<file path="src/rtl/scene_restoration_pipe.sv">
// scene_restoration_pipe: three-stage valid/ready pipeline computing
// J = A + (I - A) * (1/t) per channel, with round-half-up and clamping to
// the pixel range. Optional previous-frame saturation counter enabled by
// defining SR_SAT_COUNT_EN; without it o_sat_cnt is tied to zero.
// Handshake: a beat moves across an interface on a clock edge where valid
// and ready are both high; valid never depends on ready, ready may depend
// combinationally on the downstream ready.
module scene_restoration_pipe #(
   parameter int PIX_W     = 8,
   parameter int NCH       = 3,
   parameter int RECIP_W   = 11,
   parameter int FRAC_BITS = 3,
   parameter int CNT_W     = 20
) (
   input  logic                   i_clk,
   input  logic                   i_rst_n,
   input  logic                   i_valid,
   output logic                   o_ready,
   input  logic [NCH*PIX_W-1:0]   i_pix,
   input  logic [NCH*PIX_W-1:0]   i_atm,
   input  logic [RECIP_W-1:0]     i_recip_t,
   input  logic                   i_sof,
   output logic                   o_valid,
   input  logic                   i_ready,
   output logic [NCH*PIX_W-1:0]   o_pix,
   output logic                   o_sof,
   output logic [NCH-1:0]         o_sat,
   output logic [CNT_W-1:0]       o_sat_cnt
);
   localparam int PW      = PIX_W + RECIP_W;
   localparam int SW      = PW + 1;
   localparam int HALF_SH = (FRAC_BITS > 0) ? FRAC_BITS - 1 : 0;
   localparam logic [SW-1:0]    HALF    = (FRAC_BITS > 0) ? (SW'(1) << HALF_SH) : '0;
   localparam logic [PIX_W-1:0] PIX_MAX = '1;

   logic                   r_v1, r_v2, r_v3;
   logic                   w_ld1, w_ld2, w_ld3;

   logic [NCH*PIX_W-1:0]   r1_atm;
   logic [RECIP_W-1:0]     r1_recip;
   logic [NCH-1:0]         r1_sign;
   logic [PIX_W-1:0]       r1_mag [NCH];
   logic                   r1_sof;
   logic [NCH-1:0]         w1_sign;
   logic [PIX_W-1:0]       w1_mag [NCH];

   logic [NCH*PIX_W-1:0]   r2_atm;
   logic [NCH-1:0]         r2_sign;
   logic [SW-1:0]          r2_scaled [NCH];
   logic                   r2_sof;
   logic [PW-1:0]          w2_prod [NCH];
   logic [SW-1:0]          w2_scaled [NCH];

   logic [NCH*PIX_W-1:0]   r3_pix;
   logic [NCH-1:0]         r3_sat;
   logic                   r3_sof;
   logic [SW:0]            w3_sum [NCH];
   logic [NCH*PIX_W-1:0]   w3_pix;
   logic [NCH-1:0]         w3_sat;

   // Load chain: a stage accepts when empty or when its successor accepts.
   always_comb begin
      w_ld3 = !r_v3 || i_ready;
      w_ld2 = !r_v2 || w_ld3;
      w_ld1 = !r_v1 || w_ld2;
   end

   assign o_ready = w_ld1;
   assign o_valid = r_v3;
   assign o_pix   = r3_pix;
   assign o_sof   = r3_sof;
   assign o_sat   = r3_sat;

   // Stage valid bits; a loading stage takes its predecessor's valid, so bubbles collapse.
   always_ff @(posedge i_clk or negedge i_rst_n) begin
      if (!i_rst_n) begin
         r_v1 <= 1'b0;
         r_v2 <= 1'b0;
         r_v3 <= 1'b0;
      end else begin
         if (w_ld1) r_v1 <= i_valid;
         if (w_ld2) r_v2 <= r_v1;
         if (w_ld3) r_v3 <= r_v2;
      end
   end

   // S1 combinational: sign and magnitude of I - A, subtracting in the order that cannot wrap.
   always_comb begin
      for (int c = 0; c < NCH; c++) begin
         w1_sign[c] = i_pix[c*PIX_W +: PIX_W] < i_atm[c*PIX_W +: PIX_W];
         w1_mag[c]  = w1_sign[c] ? (i_atm[c*PIX_W +: PIX_W] - i_pix[c*PIX_W +: PIX_W])
                                 : (i_pix[c*PIX_W +: PIX_W] - i_atm[c*PIX_W +: PIX_W]);
      end
   end

   // S1 data registers, captured only for real beats.
   always_ff @(posedge i_clk) begin
      if (w_ld1 && i_valid) begin
         r1_atm   <= i_atm;
         r1_recip <= i_recip_t;
         r1_sign  <= w1_sign;
         r1_sof   <= i_sof;
         for (int c = 0; c < NCH; c++) r1_mag[c] <= w1_mag[c];
      end
   end

   // S2 combinational: exact product then round-half-up drop of the fraction bits.
   always_comb begin
      for (int c = 0; c < NCH; c++) begin
         w2_prod[c]   = PW'(r1_mag[c]) * PW'(r1_recip);
         w2_scaled[c] = (SW'(w2_prod[c]) + HALF) >> FRAC_BITS;
      end
   end

   // S2 data registers.
   always_ff @(posedge i_clk) begin
      if (w_ld2 && r_v1) begin
         r2_atm  <= r1_atm;
         r2_sign <= r1_sign;
         r2_sof  <= r1_sof;
         for (int c = 0; c < NCH; c++) r2_scaled[c] <= w2_scaled[c];
      end
   end

   // S3 combinational: add or subtract the scaled delta, clamp, flag only real clamps.
   always_comb begin
      w3_pix = '0;
      w3_sat = '0;
      for (int c = 0; c < NCH; c++) begin
         w3_sum[c] = (SW+1)'(r2_atm[c*PIX_W +: PIX_W]) + (SW+1)'(r2_scaled[c]);
         if (!r2_sign[c]) begin
            if (w3_sum[c] > (SW+1)'(PIX_MAX)) begin
               w3_pix[c*PIX_W +: PIX_W] = PIX_MAX;
               w3_sat[c]                = 1'b1;
            end else begin
               w3_pix[c*PIX_W +: PIX_W] = w3_sum[c][PIX_W-1:0];
            end
         end else if (r2_scaled[c] >= SW'(r2_atm[c*PIX_W +: PIX_W])) begin
            // Exactly reaching zero is not a clamp.
            w3_pix[c*PIX_W +: PIX_W] = '0;
            w3_sat[c]                = r2_scaled[c] != SW'(r2_atm[c*PIX_W +: PIX_W]);
         end else begin
            w3_pix[c*PIX_W +: PIX_W] = r2_atm[c*PIX_W +: PIX_W] - r2_scaled[c][PIX_W-1:0];
         end
      end
   end

   // S3 output registers; reset because they drive ports directly.
   always_ff @(posedge i_clk or negedge i_rst_n) begin
      if (!i_rst_n) begin
         r3_pix <= '0;
         r3_sat <= '0;
         r3_sof <= 1'b0;
      end else if (w_ld3 && r_v2) begin
         r3_pix <= w3_pix;
         r3_sat <= w3_sat;
         r3_sof <= r2_sof;
      end
   end

`ifdef SR_SAT_COUNT_EN
   logic [CNT_W-1:0] r_acc;
   logic [CNT_W-1:0] r_sat_cnt;
   logic [CNT_W-1:0] w_pop;
   logic [CNT_W:0]   w_acc_sum;
   logic [CNT_W-1:0] w_acc_nxt;

   // Popcount of the outgoing flags and saturating accumulation.
   always_comb begin
      w_pop = '0;
      for (int c = 0; c < NCH; c++) w_pop = w_pop + CNT_W'(r3_sat[c]);
      w_acc_sum = {1'b0, r_acc} + {1'b0, w_pop};
      w_acc_nxt = w_acc_sum[CNT_W] ? '1 : w_acc_sum[CNT_W-1:0];
   end

   // On a sof transfer publish the finished frame's count and restart with this beat.
   always_ff @(posedge i_clk or negedge i_rst_n) begin
      if (!i_rst_n) begin
         r_acc     <= '0;
         r_sat_cnt <= '0;
      end else if (r_v3 && i_ready) begin
         if (r3_sof) begin
            r_sat_cnt <= r_acc;
            r_acc     <= w_pop;
         end else begin
            r_acc     <= w_acc_nxt;
         end
      end
   end

   assign o_sat_cnt = r_sat_cnt;
`else
   assign o_sat_cnt = '0;
`endif

endmodule

</file>
<file path="config.mk">
export PLATFORM = sky130hd
export DESIGN_NAME = scene_restoration_pipe
export DESIGN_NICKNAME = d
export VERILOG_FILES = /design/src/rtl/scene_restoration_pipe.sv
export SDC_FILE = /design/constraint.sdc
export NUM_CORES = 1
export LEC_CHECK = 0
export CAP_MARGIN = 0
export CELL_PAD_IN_SITES_DETAIL_PLACEMENT = 1
export CELL_PAD_IN_SITES_GLOBAL_PLACEMENT = 1
export CORE_AREA = 2 2 211 213
export DETAILED_ROUTE_END_ITERATION = 16
export DIE_AREA = 0 0 213 215
export PLACE_DENSITY = 0.89
export SETUP_SLACK_MARGIN = 0.4
export SLEW_MARGIN = 40
export SYNTH_ARGS = -nofsm -noshare
export SYNTH_HDL_FRONTEND = slang
export SYNTH_SLANG_ARGS = --single-unit
</file>
<file path="constraint.sdc">
create_clock -name i_clk -period 7.8 [get_ports i_clk]
set_clock_uncertainty 0.05 [all_clocks]
set_input_delay 1.56 -clock i_clk [delete_from_list [all_inputs] [get_ports i_clk]]
set_output_delay 1.56 -clock i_clk [all_outputs]
set_load 0.005 [all_outputs]
</file>
# Word level (Yosys, flattened, before mapping)

Memory sizes are Yosys's and may differ from the RTL's.
Cells that the tools add are included.
Widths: inputs -> output; s select.

Bits in registers: 98
Memory bits (writable): 75
Input port bits: 64
Output and inout bits: 50
Word-level logic and storage cells: 79
Memories: 2

Memory list:

| memory    | words | bits a word | rd ports | clocked after memory_dff | wr ports | RTL line | source |
|---|---|---|---|---|---|---|---|
| r2_scaled | 3     | 17          | 3        | 0                        | 3        | 49       | `logic [SW-1:0] r2_scaled [NCH];` |
| r1_mag    | 3     | 8           | 3        | 0                        | 3        | 42       | `logic [PIX_W-1:0] r1_mag [NCH];` |

Add/subtract/negate cells: 15
$mul: 3
Magnitude comparators: 9
Eq/ne operators: 3
Muxes and demuxes: 25
Reductions and logical operators: 9

Operators by type and width:

| kind                  | number |
|---|---|
| $mux 8                | 12 |
| $sub 8x8->8           | 9 |
| $add 8x20->21         | 3 |
| $gt 21x8->1 const B   | 3 |
| $add 19x3->20 const B | 3 |
| $ge 20x8->1           | 3 |
| $ne 20x8->1           | 3 |
| $mul 8x11->19         | 3 |
| $lt 8x8->1            | 3 |
| $mux 1                | 13 |
| $logic_and 1x1->1     | 3 |
| $logic_not 1->1       | 3 |
| $logic_or 1x1->1      | 3 |

# Depth between registers and ports, before layout

Depth after elaboration: 7
Gate-level depth with buffers: 20

# Worst setup path before layout

Ideal clock, no wire load.

Kind: reg-to-reg
From: register r1_recip[0]
To: memory r2_scaled[0][33] (netlist bit) (data pin)
Arrival time: 4.824 ns
Path slack: 2.668 ns
Cell stages (with the launch flop): 21
Path buffers: 2
Period minus slack after synthesis: 5.132 ns
Cells stage by stage: edfxtp_1 -> clkbuf_1 -> clkbuf_1 -> nand2_1 -> fa_1 -> fa_1 -> inv_1 -> fa_1 -> inv_1 -> fa_1 -> inv_1 -> ha_1 -> o21a_1 -> o31a_1 -> o211ai_1 -> nand2_1 -> a41o_1 -> o41ai_2 -> o2111ai_1 -> a21oi_1 -> xnor2_1

RTL lines:

| element                | RTL line | source |
|---|---|---|
| from (decl)            | 40       | `logic [RECIP_W-1:0] r1_recip;` |
| from (signal assigned) | 100      | `r1_recip <= i_recip_t;` |
| to (decl)              | 49       |  |

==> results.cfg <==
[pwr]
p_switching_mw = 3.95
p_leak_nw = 10.0
power.share.clock_pct = 10.8
p_sw_share_pct = 47.2
p_per_area_nw_per_um2 = 390
comb_power_share_pct = 67.7
seqPwrFrac_pct = 21.5
peakVddDrop_v = 0.000224
p_int_mw = 4.42

[logic_synthesis]
synth_area_sq_um = 19400
synth_edf_count = 142
ys_types = 83
synthCells = 2024
syn_area_per_cell_sq_um = 9.60
synth_ff_type = edfxtp_1
synth_top_area_share_pct = 22.0
synth_common_cells = inv_1, ha_1, and2_1
seq_area_frac_synth_pct = 25.9
synth.area.top_cells = edfxtp_1, fa_1, ha_1
yosys.area.top_type = edfxtp_1
async_reset_ff_share_pct = 17.9
yosys_warnings = 0
ys_seq_elements = 173
yosysMostFrequentCell = inv_1

[timing]
fmax_ghz = 0.175
min_period_over_period_pct = 73.4
slew_headroom_pct = 43.7
period_needed_ns = 5.73
fin_setup_tns_ns = 0
rsz0062_at_grt = no
hold_viol_final = 0
setup_viol = 0
maxSlewViolCount = 0
worst_slew_pin_slew_ns = 0.845

[drt]
wl_mm = 52.4
drtAntennaViolNets = 0
vias_per_cell = 5.47
drt_iter0_drc = 747
first_pass_iters = 6
num_vias = 14661
drc_errors = 0
wl_per_cell_microns = 19.5

[die]
die_x_microns = 213
die-area_sq_um = 45800
pin_count = 114
start_util_pct = 44.5
die_y_microns = 215
rows = 77
core_sq_um = 43600

[clock_network]
holdBufCountCts = 0
clk_latency_ns = 0.51
clockBufferDepth = 2
htree_num_levels = 4
root_buffer = clkbuf_16
clock-sinks = 173
cts_setup_buffers = 0
cts_resized = 0
cts_tree = yes
numCtsBuffers = 17
clk_pin_slew_ns = 0.07

[global_routing]
grtUsageTotal_pct = 23.9
grt_pass1_vias = 16934
grt_max_degree = 76
gr-total-overflow = 0
antenna_found_initial = 0
grt_pass1_wl_mm = 85.8

[cells_and_area]
stdcell_area_sq_um = 21500
syn2layout_area_growth_pct = 10.4
antennaDiodeCount = 0
postLayoutCoreUtil_pct = 49.2
drive_gt1_share_pct = 3.78
fin_nets = 2552
fillCellCount = 4932

[worst_setup_path]
end_kind = flop
reg2regPathDepth = 18
cp.required_ns = 8.03
regToRegSetupSlack_ns = 2.07
crit_start = r1_recip[5]
critPathLaunchType = flop
reg2reg_to = r2_scaled[0][16]
critPathKind = reg2reg
path_max_fanout = 24
crit_arrival_ns = 5.95
rr_startpoint = r1_recip[5]

[hold_path]
hold_path.class = reg2reg
min_from = r1_sof
min_path_cells = 0
whs_endpoint = r2_sof

[placed_design]
portBuffers = 93
hpwl_mm = 40.8
place_area_sq_um = 20800
place.gp.congestion = 0.860

[run]
drv_cap = 0

[status]
status = finished clean
## sequential cells by signal, summed over array words and instances (netlist names)
register   flops
o_pix         24
r_v1           1
r2_atm        24
r1_atm        24
o_valid        1
r2_sof         1
r1_mag        24
r1_sign        3
r1_recip      11
o_sat          3
r2_scaled     51
o_sof          1
r_v2           1
r1_sof         1
r2_sign        3
## layer usage
layer | GRT usage, % | wire (microns)
met1 | 26.1 | 20100
met5 | 0 | 0
met2 | 45.0 | 28600
met3 | 3.99 | 1930
met4 | 10.0 | 1770
## cells in the final DEF (no fill, tap or decap), types with 17 or more instances in the layout
master / instances
inv_1: 345
ha_1: 234
and2_1: 211
fa_1: 177
edfxtp_1: 142
nand2_1: 129
nor2_1: 94
clkdlybuf4s50_1: 92
a21oi_1: 89
o21ai_0: 50
xnor2_1: 45
nand3_1: 33
nor3_1: 33
dfrtp_1: 31
nor2b_1: 25
a211o_1: 20
conb_1: 20
a21o_1: 19
nand2b_1: 17
a31oi_1: 17
clkbuf_16: 17
## power groups by stage
stage	Combinational [mW]	Clock (mW)	Sequential (mW)
2_1_floorplan	4.16	0	1.67
3_3_place_gp	5.03	0	1.78
3_5_place_dp	5.55	0	1.81
4_1_cts	5.67	0.917	1.80
5_1_grt	6.38	0.942	1.83
6_report	5.66	0.905	1.80
## worst max path at each step
stage | to | depth (start not counted)
3_3_place_gp | r2_scaled[0][16] | 18
5_1_grt | r2_scaled[0][33] | 18
2_1_floorplan | r2_scaled[0][33] | 20
3_5_place_dp | r2_scaled[0][16] | 18
6_report | r2_scaled[0][16] | 18
4_1_cts | r2_scaled[0][16] | 18
## stage by stage
| step | total power [mW] | cells | hold WS [ns] | setup slack [ns] |
|---|---|---|---|---|
| after floorplan | 5.83 | 2043 | 0.350 | 2.67 |
| after global placement | 6.82 | 2646 | 0.353 | 2.35 |
| after detailed placement | 7.36 | 2647 | 0.357 | 2.10 |
| after CTS | 8.38 | 2679 | 0.373 | 2.05 |
| after global routing | 9.15 | 2682 | 0.380 | 1.76 |
| final | 8.36 | 2682 | 0.373 | 2.07 |
## cell families after synthesis
group	after synthesis	share of synthesized area (%)
multiplexers	22	1.18
AO/OA/AOI/OAI	325	11.9
XOR/XNOR	58	2.62
adder cells (fa/ha/maj)	411	33.3
AND/OR/NAND/NOR	600	16.2
flip-flops	173	25.9
other	1	0.0193
buffers and inverters	434	8.82
## worst max-delay path: stages (launching register included)
cell      delay, ns
edfxtp_1       0.74
and2_1         0.34
fa_1           0.49
inv_1          0.06
fa_1           0.48
inv_1          0.06
fa_1           0.53
inv_1          0.05
fa_1           0.52
inv_1          0.05
ha_1           0.34
o21a_1         0.13
o31a_1         0.14
o211ai_1       0.26
a21oi_1        0.16
o311a_1        0.37
o21a_1         0.18
o21a_1         0.19
o311ai_0       0.35
## cell type report
| class | count | area, sq um | area share (%) |
|---|---|---|---|
| Multi-Input combinational cell | 1436 | 12800 | 59.5 |
| Sequential cell | 173 | 5040 | 23.5 |
| Inverter | 348 | 1310 | 6.09 |
| Timing Repair Buffer | 101 | 1020 | 4.74 |
| Tap cell | 592 | 741 | 3.45 |
| Clock buffer | 21 | 460 | 2.15 |
| Clock inverter | 11 | 133 | 0.618 |
Power figures use the tool's default switching activity.
